<file path="src/rtl/alu_uart_pkg.sv">
// Shared constants for the UART-driven ALU loader: receiver state encoding,
// oversampling ratio and the slot-to-load-strobe mapping.
package alu_uart_pkg;

   localparam int OVERSAMPLE = 16;
   localparam int HALF_BIT   = OVERSAMPLE / 2;
   localparam int MAX_SLOTS  = 8;

   typedef enum logic [1:0] {
      RX_IDLE  = 2'd0,
      RX_START = 2'd1,
      RX_DATA  = 2'd2,
      RX_STOP  = 2'd3
   } rx_state_t;

   // slot 0 -> operand 1, slot 1 -> operand 2, slot 2 -> opcode
   function automatic logic [MAX_SLOTS-1:0] slot_strobe(input logic [2:0] slot);
      logic [MAX_SLOTS-1:0] one;
      one = {{(MAX_SLOTS-1){1'b0}}, 1'b1};
      return one << slot;
   endfunction

endpackage

</file>
<file path="src/rtl/uart_rx.sv">
// 8N1-style serial receiver with 16x oversampling. Emits a completed byte with
// a one-cycle valid or frame_err, plus the baud tick and an idle flag.
module uart_rx
   import alu_uart_pkg::*;
#(
   parameter int NB_DATA  = 8,
   parameter int BAUD_DIV = 54
)(
   input  logic               i_clock,
   input  logic               i_reset,
   input  logic               i_rx,
   output logic [NB_DATA-1:0] rx_byte,
   output logic               valid,
   output logic               frame_err,
   output logic               tick,
   output logic               idle
);

   localparam int DIV_W = (BAUD_DIV > 1) ? $clog2(BAUD_DIV) : 1;
   localparam int OS_W  = $clog2(OVERSAMPLE);
   localparam int BIT_W = (NB_DATA > 1) ? $clog2(NB_DATA) : 1;

   logic [1:0]         sync_q;
   logic               rx_s;
   logic               rx_d;
   logic [DIV_W-1:0]   div_cnt;
   rx_state_t          state, state_nxt;
   logic [OS_W-1:0]    os_cnt, os_cnt_nxt;
   logic [BIT_W-1:0]   bit_cnt, bit_cnt_nxt;
   logic [NB_DATA-1:0] shift_q, shift_nxt;

   assign rx_s    = sync_q[1];
   assign tick    = (div_cnt == DIV_W'(BAUD_DIV-1));
   assign idle    = (state == RX_IDLE);
   assign rx_byte = shift_q;

   // synchronizer and edge-detect history rest at the idle (mark) level
   always_ff @(posedge i_clock) begin
      if (i_reset) begin
         sync_q <= 2'b11;
         rx_d   <= 1'b1;
      end else begin
         sync_q <= {sync_q[0], i_rx};
         rx_d   <= rx_s;
      end
   end

   always_ff @(posedge i_clock) begin
      if (i_reset || tick) div_cnt <= '0;
      else                 div_cnt <= div_cnt + 1'b1;
   end

   always_ff @(posedge i_clock) begin
      if (i_reset) begin
         state   <= RX_IDLE;
         os_cnt  <= '0;
         bit_cnt <= '0;
         shift_q <= '0;
      end else begin
         state   <= state_nxt;
         os_cnt  <= os_cnt_nxt;
         bit_cnt <= bit_cnt_nxt;
         shift_q <= shift_nxt;
      end
   end

   always_comb begin
      state_nxt   = state;
      os_cnt_nxt  = os_cnt;
      bit_cnt_nxt = bit_cnt;
      shift_nxt   = shift_q;
      valid       = 1'b0;
      frame_err   = 1'b0;
      case (state)
         // a new falling edge is required, so a held-low line (break, or the
         // tail of an aborted frame) cannot retrigger reception
         RX_IDLE: begin
            if (rx_d && !rx_s) begin
               state_nxt  = RX_START;
               os_cnt_nxt = '0;
            end
         end
         RX_START: begin
            if (tick) begin
               if (os_cnt == OS_W'(HALF_BIT-1)) begin
                  os_cnt_nxt  = '0;
                  bit_cnt_nxt = '0;
                  state_nxt   = rx_s ? RX_IDLE : RX_DATA;
               end else begin
                  os_cnt_nxt = os_cnt + 1'b1;
               end
            end
         end
         RX_DATA: begin
            if (tick) begin
               if (os_cnt == OS_W'(OVERSAMPLE-1)) begin
                  os_cnt_nxt = '0;
                  shift_nxt  = {rx_s, shift_q[NB_DATA-1:1]};
                  if (bit_cnt == BIT_W'(NB_DATA-1)) state_nxt   = RX_STOP;
                  else                              bit_cnt_nxt = bit_cnt + 1'b1;
               end else begin
                  os_cnt_nxt = os_cnt + 1'b1;
               end
            end
         end
         RX_STOP: begin
            if (tick) begin
               if (os_cnt == OS_W'(OVERSAMPLE-1)) begin
                  os_cnt_nxt = '0;
                  state_nxt  = RX_IDLE;
                  valid      = rx_s;
                  frame_err  = !rx_s;
               end else begin
                  os_cnt_nxt = os_cnt + 1'b1;
               end
            end
         end
         default: state_nxt = RX_IDLE;
      endcase
   end

endmodule

</file>
<file path="src/rtl/uart_alu_loader.sv">
// Loads ALU operands/opcode from a UART stream: each good byte is presented on
// o_switches with a one-hot strobe selecting op1, op2, opcode in rotation.
module uart_alu_loader
   import alu_uart_pkg::*;
#(
   parameter int NB_DATA      = 8,
   parameter int N_PULSADORES = 3,
   parameter int BAUD_DIV     = 54,
   parameter int IDLE_BITS    = 32
)(
   input  logic                    i_clock,
   input  logic                    i_reset,
   input  logic                    i_rx,
   output logic [NB_DATA-1:0]      o_switches,
   output logic [N_PULSADORES-1:0] o_pulsadores,
   output logic                    o_frame_err
);

   localparam int SLOT_W     = (N_PULSADORES > 1) ? $clog2(N_PULSADORES) : 1;
   localparam int IDLE_LIMIT = IDLE_BITS * OVERSAMPLE;
   localparam int IDLE_W     = $clog2(IDLE_LIMIT + 1);

   logic [NB_DATA-1:0] rx_byte;
   logic               rx_valid;
   logic               rx_frame_err;
   logic               tick;
   logic               rx_idle;
   logic [SLOT_W-1:0]  slot;
   logic [IDLE_W-1:0]  idle_cnt;
   logic               idle_timeout;

   uart_rx #(
      .NB_DATA  (NB_DATA),
      .BAUD_DIV (BAUD_DIV)
   ) u_rx (
      .i_clock   (i_clock),
      .i_reset   (i_reset),
      .i_rx      (i_rx),
      .rx_byte   (rx_byte),
      .valid     (rx_valid),
      .frame_err (rx_frame_err),
      .tick      (tick),
      .idle      (rx_idle)
   );

   assign idle_timeout = (idle_cnt == IDLE_W'(IDLE_LIMIT));

   // saturates at the limit so the slot stays cleared for the rest of the gap
   always_ff @(posedge i_clock) begin
      if (i_reset || !rx_idle)      idle_cnt <= '0;
      else if (tick && !idle_timeout) idle_cnt <= idle_cnt + 1'b1;
   end

   always_ff @(posedge i_clock) begin
      if (i_reset) begin
         o_switches   <= '0;
         o_pulsadores <= '0;
         o_frame_err  <= 1'b0;
         slot         <= '0;
      end else begin
         o_pulsadores <= '0;
         o_frame_err  <= rx_frame_err;
         if (rx_valid) begin
            o_switches   <= rx_byte;
            o_pulsadores <= N_PULSADORES'(slot_strobe(3'(slot)));
            slot         <= (slot == SLOT_W'(N_PULSADORES-1)) ? '0 : slot + 1'b1;
         end else if (idle_timeout) begin
            slot <= '0;
         end
      end
   end

endmodule

</file>
<file path="config.mk">
export PLATFORM = sky130hd
export DESIGN_NAME = uart_alu_loader
export DESIGN_NICKNAME = d
export VERILOG_FILES = /design/src/rtl/alu_uart_pkg.sv /design/src/rtl/uart_rx.sv /design/src/rtl/uart_alu_loader.sv
export SDC_FILE = /design/constraint.sdc
export NUM_CORES = 1
export LEC_CHECK = 0
export CAP_MARGIN = 20
export CORE_MARGIN = 2
export CORE_UTILIZATION = 50
export DETAILED_ROUTE_END_ITERATION = 7
export PLACE_DENSITY_LB_ADDON = 0.15
export SLEW_MARGIN = 10
export SYNTH_ARGS = -nofsm -noshare
export SYNTH_HDL_FRONTEND = slang
export SYNTH_SLANG_ARGS = --single-unit
export TNS_END_PERCENT = 5
</file>
<file path="constraint.sdc">
create_clock -name i_clock -period 2.1 [get_ports i_clock]
set_clock_uncertainty 0.2 [all_clocks]
set_input_delay 0.42 -clock i_clock [delete_from_list [all_inputs] [get_ports i_clock]]
set_output_delay 0.42 -clock i_clock [all_outputs]
set_load 0.05 [all_outputs]
</file>
# After elaboration in Yosys (flattened, before gate mapping)
# Cells that the tools add are included.
[totals] out_inout_bits=12 ff_bits=50 inputBits=3
[classes] n_mux=28 addsub=5 reduce_logical=17 n_eq_ne=19 bitwise_logic=4 shift=1
[ops] operator="$mux 2" count=12
[ops] operator="$mux 4" count=5
[ops] operator="$mux 3" count=5
[ops] operator="$ne 2x1->1 const B" count=6
[ops] operator="$pmux 4 s3" count=1
[ops] operator="$add 10x1->10 const B" count=1
[ops] operator="$eq 10x10->1 const B" count=1
[ops] operator="$ne 2x2->1 const B" count=4
[ops] operator="$pmux 2 s4" count=1
[ops] operator="$reduce_and 8->1" count=1
[ops] operator="$add 6x1->6 const B" count=1
[ops] operator="$eq 2x2->1 const B" count=3
[ops] operator="$eq 6x6->1 const B" count=1
[ops] operator="$pmux 3 s2" count=1
[ops] operator="$reduce_and 3->1" count=2
[ops] operator="$reduce_and 6->1" count=1
[ops] operator="$add 4x1->4 const B" count=1
[ops] operator="$eq 4x3->1 const B" count=1
[ops] operator="$eq 4x4->1 const B" count=1
[ops] operator="$not 1->1" count=4
[ops] operator="$reduce_bool 2->1" count=2
[ops] operator="$reduce_or 2->1" count=2
[ops] operator="$reduce_or 4->1" count=1
[ops] operator="$add 3x1->3 const B" count=1
[ops] operator="9 further kinds" count=15

# Logic depth before layout (Yosys ltp)
# Gate-level depths: netlist of run 1.
[logic_depth] word_depth=6 depth_mapped=7

# Hierarchy
# Synthesis of run 1 repeated with hierarchy kept, for this count alone.
[unflattened] hier_cells=234 hier_area_um2=2257.2
[by_module_without_submodules] module="uart_rx" area_per_inst_um2=1213.7 seq_area_each_um2=520.5 n_inst=1 cells_per_inst=126
[by_module_without_submodules] module="uart_alu_loader" area_per_inst_um2=1043.5 seq_area_each_um2=480.5 n_inst=1 cells_per_inst=108

# Worst setup path after synthesis of run 1
# Ideal clock, no wire load.
[synth_path] path_type="reg-to-reg" start="reg u_rx.bit_cnt[0]" end="reg u_rx.bit_cnt[0]" stages_incl_launch_ff=7 slack_ps=115 arrival_ps=1715 n_path_buf=0 setup_ps=70 path_cell_list="dfxtp_1 -> ha_1 -> ha_1 -> nor4bb_1 -> o211ai_1 -> or4b_1 -> a21oi_1"
[synth_between] elab_chain_len=5 word_cells_on_any_way=8 cone_classes="add/sub: 1; eq/ne: 2; mux: 4; reduce/logical: 1"
[synth_lines] item="from (decl)" line="uart_rx.sv:29" text="logic [BIT_W-1:0] bit_cnt, bit_cnt_nxt;"
[synth_lines] item="from (signal assigned)" line="uart_rx.sv:62" text="bit_cnt <= bit_cnt_nxt;"
[synth_lines] item="$add 3x1->3" line="uart_rx.sv:100" text="else bit_cnt_nxt = bit_cnt + 1'b1;"
[synth_lines] item="$mux 3" line="uart_rx.sv:99" text="if (bit_cnt == BIT_W'(NB_DATA-1)) state_nxt = RX_STOP;"
[synth_lines] item="$mux 3" line="uart_rx.sv:96" text="if (os_cnt == OS_W'(OVERSAMPLE-1)) begin"
[synth_lines] item="$mux 3" line="uart_rx.sv:95" text="if (tick) begin"
[synth_lines] item="$pmux 3 s2" line="uart_rx.sv:74" text="case (state)"
# Parallel ways exist; a longest one is shown, timed or not. The select of a mux whose other input is x is not followed.
# A chain may end at the register's enable or synchronous reset.

# Final worst setup path of run 1
[layout_path] start="reg o_switches[7]" end="out o_switches[7]"
[layout_rtl] item="from (decl)" line="uart_alu_loader.sv:14" text="output logic [NB_DATA-1:0] o_switches,"
[layout_rtl] item="from (signal assigned)" line="uart_alu_loader.sv:64" text="o_switches <= rx_byte;"
# No word-level cell between the ends.

==> results of run 1 <==
[routing by layer]
| layer | global-route usage, % | wire length, um | vias to the layer above | share of wire, % |
|---|---|---|---|---|
| met5 | 0 | 0 | - | 0 |
| met4 | 6.754 | 55 | 0 | 1.4 |
| met3 | 4.797 | 118 | 4 | 3.0 |
| met2 | 28.63 | 1802 | 27 | 46 |
| met1 | 22.66 | 1962 | 775 | 50 |
| li1 | - | - | 865 | - |
[state kept, by name, indices dropped and copies added (netlist names), 2 cells and up, named ones only]
signal,count
o_pulsadores,3
u_rx.rx_byte,8
u_rx.div_cnt,6
slot,2
o_switches,8
u_rx.sync_q,2
u_rx.bit_cnt,3
u_rx.os_cnt,4
idle_cnt,10
[cell type report]
cell class | count | area share (%)
Tap cell | 50 | 2.465
Clock inverter | 2 | 0.6410
Inverter | 6 | 0.8876
Sequential cell | 50 | 39.50
Multi-Input combinational cell | 161 | 42.36
Clock buffer | 6 | 3.254
Timing Repair Buffer | 32 | 10.90
[stage by stage]
step / std cells / hold slack [ns] / setup TNS (ns) / power (W) / setup WS (ns)
detailed placement: 299 / 0.1988 / 0 / 0.001041 / 0.009505
floorplan: 228 / 0.1895 / 0 / 0.001017 / 0.1146
CTS: 307 / 0.2216 / 0 / 0.001633 / 0.01617
global route: 307 / 0.2272 / -0.03244 / 0.001677 / -0.03244
global placement: 299 / 0.1912 / 0 / 0.001041 / 0.08411
finish: 307 / 0.2170 / 0 / 0.001609 / 0.04124
[layout by cell type (no fill, tap or decap), drive strengths merged, types with 2 or more instances in the layout]
| master | n |
|---|---|
| dfxtp | 50 |
| o21ai | 2 |
| nor2 | 41 |
| inv | 7 |
| nor4b | 3 |
| nand3 | 10 |
| or3 | 2 |
| nand2 | 10 |
| buf | 22 |
| xnor2 | 7 |
| ha | 7 |
| nor3 | 5 |
| nor4 | 4 |
| a31oi | 4 |
| a21o | 2 |
| dlymetal6s2s | 3 |
| a21oi | 7 |
| or4b | 2 |
| a41o | 3 |
| mux2i | 18 |
| clkdlybuf4s50 | 7 |
| and3 | 6 |
| nand4 | 6 |
| clkbuf | 6 |
| or2 | 3 |
| xor2 | 4 |
[how the worst min path moves through the flow]
stage	to	startpoint	slack, ns	depth (start not counted)
after floorplan	u_rx.sync_q[1]$_SDFF_PP1_	u_rx.sync_q[0]$_SDFF_PP1_	0.19	1
after global placement	u_rx.sync_q[1]$_SDFF_PP1_	u_rx.sync_q[0]$_SDFF_PP1_	0.19	1
after detailed placement	u_rx.sync_q[1]$_SDFF_PP1_	u_rx.sync_q[0]$_SDFF_PP1_	0.20	1
after CTS	u_rx.sync_q[1]$_SDFF_PP1_	u_rx.sync_q[0]$_SDFF_PP1_	0.22	1
after global routing	u_rx.sync_q[1]$_SDFF_PP1_	u_rx.sync_q[0]$_SDFF_PP1_	0.23	1
final	u_rx.sync_q[1]$_SDFF_PP1_	u_rx.sync_q[0]$_SDFF_PP1_	0.22	1
[power breakdown]
group          switching (W)  total [W]  internal [W]
Clock               0.000319   0.000590      0.000271
Sequential        0.00000610   0.000962      0.000956
Combinational      0.0000340  0.0000573     0.0000233
[cells by family (layout without fill, tap and decap cells)]
kind of cell             after synthesis  count (layout)  share of synthesized area (%)
AND/OR/NAND/NOR                      100             100                          24.22
flip-flops                            50              50                          46.92
multiplexers                          19              19                          8.973
XOR/XNOR                              11              11                          4.516
AO/OA/AOI/OAI                         24              24                          7.742
adder cells (fa/ha/maj)                7               7                          4.105
buffers and inverters                 17              46                          3.519
==> results.cfg, run 1 <==
[synth]
avgSynthCellArea_sq_um = 9.357
ys_warn_count = 0
async_reset_ff_share_pct = 0
synth_area_sq_mm = 0.002133
synthTopCellsByArea = dfxtp_1 47%, mux2i_1 8.4%, nor2_1 7.2%
synth_seq_area_share_pct = 46.92
synth_cells = 228
yosysTopAreaCellShare_pct = 46.92
synthTopCellsByCount = 50 x dfxtp_1, 41 x nor2_1, 18 x mux2i_1, 10 x nand2_1, 10 x nand3_1
synth-seq-cells = 50
synth_nets = 238
yosysUniqueCellTypes = 42
synth.largest_area_cell = dfxtp_1
synth-edff-count = 0
ys.flop_type = dfxtp_1
yosysMostFrequentCell = dfxtp_1

[placement]
hpwl_mm = 2.791
gp_congestion = 0.7937
portBuffers = 14
dpl_cell_area_sq_mm = 0.002415

[final_layout]
final_util_pct = 62.53
antennaDiodeCount = 0
multi_input_area_sq_mm = 0.001075
num-nets-final = 266
drive_above_1_share_pct = 15.95
register_area_sq_mm = 0.001002
area_delta_synth_final_pct = 18.94
fill_cells = 339
final_design_area_no_fill_sq_mm = 0.002537

[timing]
period_minus_slack_ns = 2.059
setup_viol = 0
post-route-period-util_pct = 98.04
worst_slew_pin_slew_ns = 0.5005
fmax_mhz = 485.7
relSlewSlack_pct = 66.53
rsz0062_at_grt = yes
maxSlewViolCount = 0
hold_viol = 0

[run_status]
status = completed

[hold_path]
hold_path_class = register to register

[routing]
totalWireLength_mm = 3.938
antenna_left = 0
wl_per_cell_um = 12.83
drtIter0Drc = 67
num_vias = 1671
first_pass_iters = 4
drc = 0
vias_per_cell = 5.443

[critical_path]
crit_start = o_switches[7]$_SDFFE_PP0P_
worstReg2RegEnd = u_rx.bit_cnt[0]$_SDFFE_PP0P_
path_cells = clkdlybuf4s50_1
crit_arrival_ns = 1.44
path_class = register to output pin
critPathLaunchType = register
slowest_delay_ns = 0.80
crit_buf_inv = 1
reg2reg_depth = 6
crit_end = o_switches[7]
cp_max_fo = 2
cp.depth = 1
timing.rr.start = u_rx.bit_cnt[0]$_SDFFE_PP0P_
crit_family = buffers and inverters
reg2reg_slack_ns = 0.08
critical_path_required_ns = 1.48
slowest_stage = clkdlybuf4s50_1
cp-end-kind = output pin

[die]
dieArea_sq_mm = 0.004805
io_pins = 15
start_util_pct = 52.57
rows = 23
core_sq_mm = 0.004058
die_y_um = 69.32
die_w_um = 69.32

[global_route]
antenna_found_initial = 0
grt_pass1_wl_mm = 6.927
grt-ovfl-total = 0
grt_pass1_vias = 1567
grtUsageTotal_pct = 17.74
grt_max_degree = 19

[clocking]
ctsResizeCount = 1
clk_latency_ns = 0.30
clk_pin_slew_ns = 0.09
cts_sinks = 50
post_cts_buffers = 0
clockBufferDepth = 2
clockRootBuffer = clkbuf_8
htree_levels = 2
cts_tree = built
hold_buffers = 0
cts_made_buffers = 5

[power_and_ir_drop]
powerDensity_mw_per_mm2 = 634.1
power.leakage_nw = 1.111
ir_drop_uv = 430.4

[flow_run]
max-cap-violations = 0
Power figures use the tool's default switching activity.
==> run 2, diff against run 1 <==
--- a/config.mk
+++ b/config.mk
@@ -6,8 +6,10 @@
 export NUM_CORES = 1
 export LEC_CHECK = 0
 export CAP_MARGIN = 20
+export CELL_PAD_IN_SITES_DETAIL_PLACEMENT = 0
+export CELL_PAD_IN_SITES_GLOBAL_PLACEMENT = 1
 export CORE_MARGIN = 2
-export CORE_UTILIZATION = 50
+export CORE_UTILIZATION = 40
 export DETAILED_ROUTE_END_ITERATION = 7
 export PLACE_DENSITY_LB_ADDON = 0.15
 export SLEW_MARGIN = 10
==> run 2 against run 1 <==
  * Power grew 7.1%
  * Register-to-register slack barely moved
  * Count of clock-buffer cells in the layout down 1
  * First-iteration DRC count up 10%
  * Via count shrank 0.24%
  * Highest routed layer unchanged
==> results.cfg, run 2 (synthesized netlist as in run 1, its figures left out) <==
[power_and_ir_drop]
powerDensity_mw_per_mm2 = 652.0
ir_drop_uv = 321.3
finalPower_w = 0.001724
power.leakage_nw = 1.142

[die]
die_y_um = 77.03
start_util_pct = 41.50
rows = 26
core_sq_mm = 0.005140
dieArea_sq_mm = 0.005934
die_w_um = 77.03
io_pins = 15

[timing]
relSlewSlack_pct = 66.15
setup_viol = 0
fmax_mhz = 490.5
maxSlewViolCount = 0
worst_slew_pin_slew_ns = 0.5070
rsz0062_at_grt = yes
setup_ws_ns = 0.06108
hold_viol = 0
period_minus_slack_ns = 2.039
post-route-period-util_pct = 97.09

[critical_path]
critPathLaunchType = register
timing.rr.start = u_rx.bit_cnt[0]$_SDFFE_PP0P_
crit_buf_inv = 1
crit_arrival_ns = 1.42
cp_max_fo = 1
reg2reg_slack_ns = 0.09
path_class = register to output pin
critical_path_required_ns = 1.48
slowest_stage = clkdlybuf4s50_1
crit_family = buffers and inverters
cp-end-kind = output pin
reg2reg_depth = 6
slowest_delay_ns = 0.80
path_cells = clkdlybuf4s50_1
worstReg2RegEnd = u_rx.bit_cnt[0]$_SDFFE_PP0P_

[clocking]
clk_pin_slew_ns = 0.09
clk_latency_ns = 0.30
cts_sinks = 50
cts_made_buffers = 5
htree_levels = 2
hold_buffers = 0
clockRootBuffer = clkbuf_8
clockBufferDepth = 2
cts_tree = built

[hold_path]
hold_path_end = u_rx.sync_q[1]$_SDFF_PP1_
min_delay_path_depth = 1
hold_path_class = register to register
hold_start = u_rx.sync_q[0]$_SDFF_PP1_

[global_route]
grt_pass1_vias = 1631
grt_pass1_wl_mm = 7.300
antenna_found_initial = 0
grtUsageTotal_pct = 15.14
grt-ovfl-total = 0
grt_max_degree = 26

[run_status]
status = completed

[final_layout]
multi_input_area_sq_mm = 0.001116
num-nets-final = 270
area_delta_synth_final_pct = 23.93
register_area_sq_mm = 0.001003
layout_commonest_cell = dfxtp_1
final_cell_mix = 48 x dfxtp_1, 41 x nor2_1, 26 x buf_4
fill_cells = 515
drive_above_1_share_pct = 18.39
largest-register = idle_cnt
final_design_area_no_fill_sq_mm = 0.002644
largest_reg_flops = 10
antennaDiodeCount = 0

[routing]
totalWireLength_mm = 4.166
antenna_left = 0
drtIter0Drc = 74
num_vias = 1667
wl_per_cell_um = 12.59
vias_per_cell = 5.036
drc = 0
first_pass_iters = 5

[placement]
portBuffers = 14
post-place-ws_ns = 0.07507
gp_congestion = 0.7566
dpl_cell_area_sq_mm = 0.002452
hpwl_mm = 2.907

[flow_run]
max-cap-violations = 0
run 2: per-stage QoR:
stage	utilization, %	setup TNS [ns]	hold slack (ns)	instances
after CTS	49.98	0	0.2234	329
after global placement	47.71	0	0.1932	321
after detailed placement	47.71	0	0.1997	321
after global routing	51.44	-0.1322	0.2303	331
after floorplan	-	0	0.1895	228
final	51.44	0	0.2185	331
run 2: layout make-up:
class                   count  share of cell area, %
clock buffers               5                  2.603
clock inverters             3                  1.798
inverters                   6                 0.8519
multi-input cells         161                  42.21
flip-flops and latches     50                  37.96
well taps                  70                  3.313
repair buffers             36                  11.26
run 2: worst max-delay path by stage:
stage                                       from                           end  slack (ns)  cells after the start
floorplan           u_rx.bit_cnt[0]$_SDFFE_PP0P_  u_rx.bit_cnt[0]$_SDFFE_PP0P_        0.11                      6
global placement    u_rx.bit_cnt[0]$_SDFFE_PP0P_  u_rx.bit_cnt[0]$_SDFFE_PP0P_         0.1                      6
detailed placement    u_rx.div_cnt[1]$_SDFF_PP0_          slot[0]$_SDFFE_PP0P_        0.08                      6
CTS                   o_switches[3]$_SDFFE_PP0P_                 o_switches[3]        0.01                      1
global route          u_rx.div_cnt[1]$_SDFF_PP0_  u_rx.rx_byte[1]$_SDFFE_PP0P_       -0.03                      8
finish                    o_frame_err$_SDFF_PP0_                   o_frame_err        0.06                      1
run 2: report_power, final:
| group | switching, W | internal [W] |
|---|---|---|
| logic | 0.0000333 | 0.0000252 |
| registers | 0.00000778 | 0.000956 |
| clock network | 0.000338 | 0.000364 |
run 2: repair_timing:
item,4_1_cts,5_1_grt
resized for setup,0,15
setup endpoints to repair,0,17
buffers inserted,0,1
run 2: routing by layer:
layer  GRT usage, %  wire [um]  vias to the layer above
met3          3.882        101                        5
met5              0          0                        -
met2          24.21       1847                       16
li1               -          -                      868
met4          5.357         56                        0
met1          19.85       2161                      778
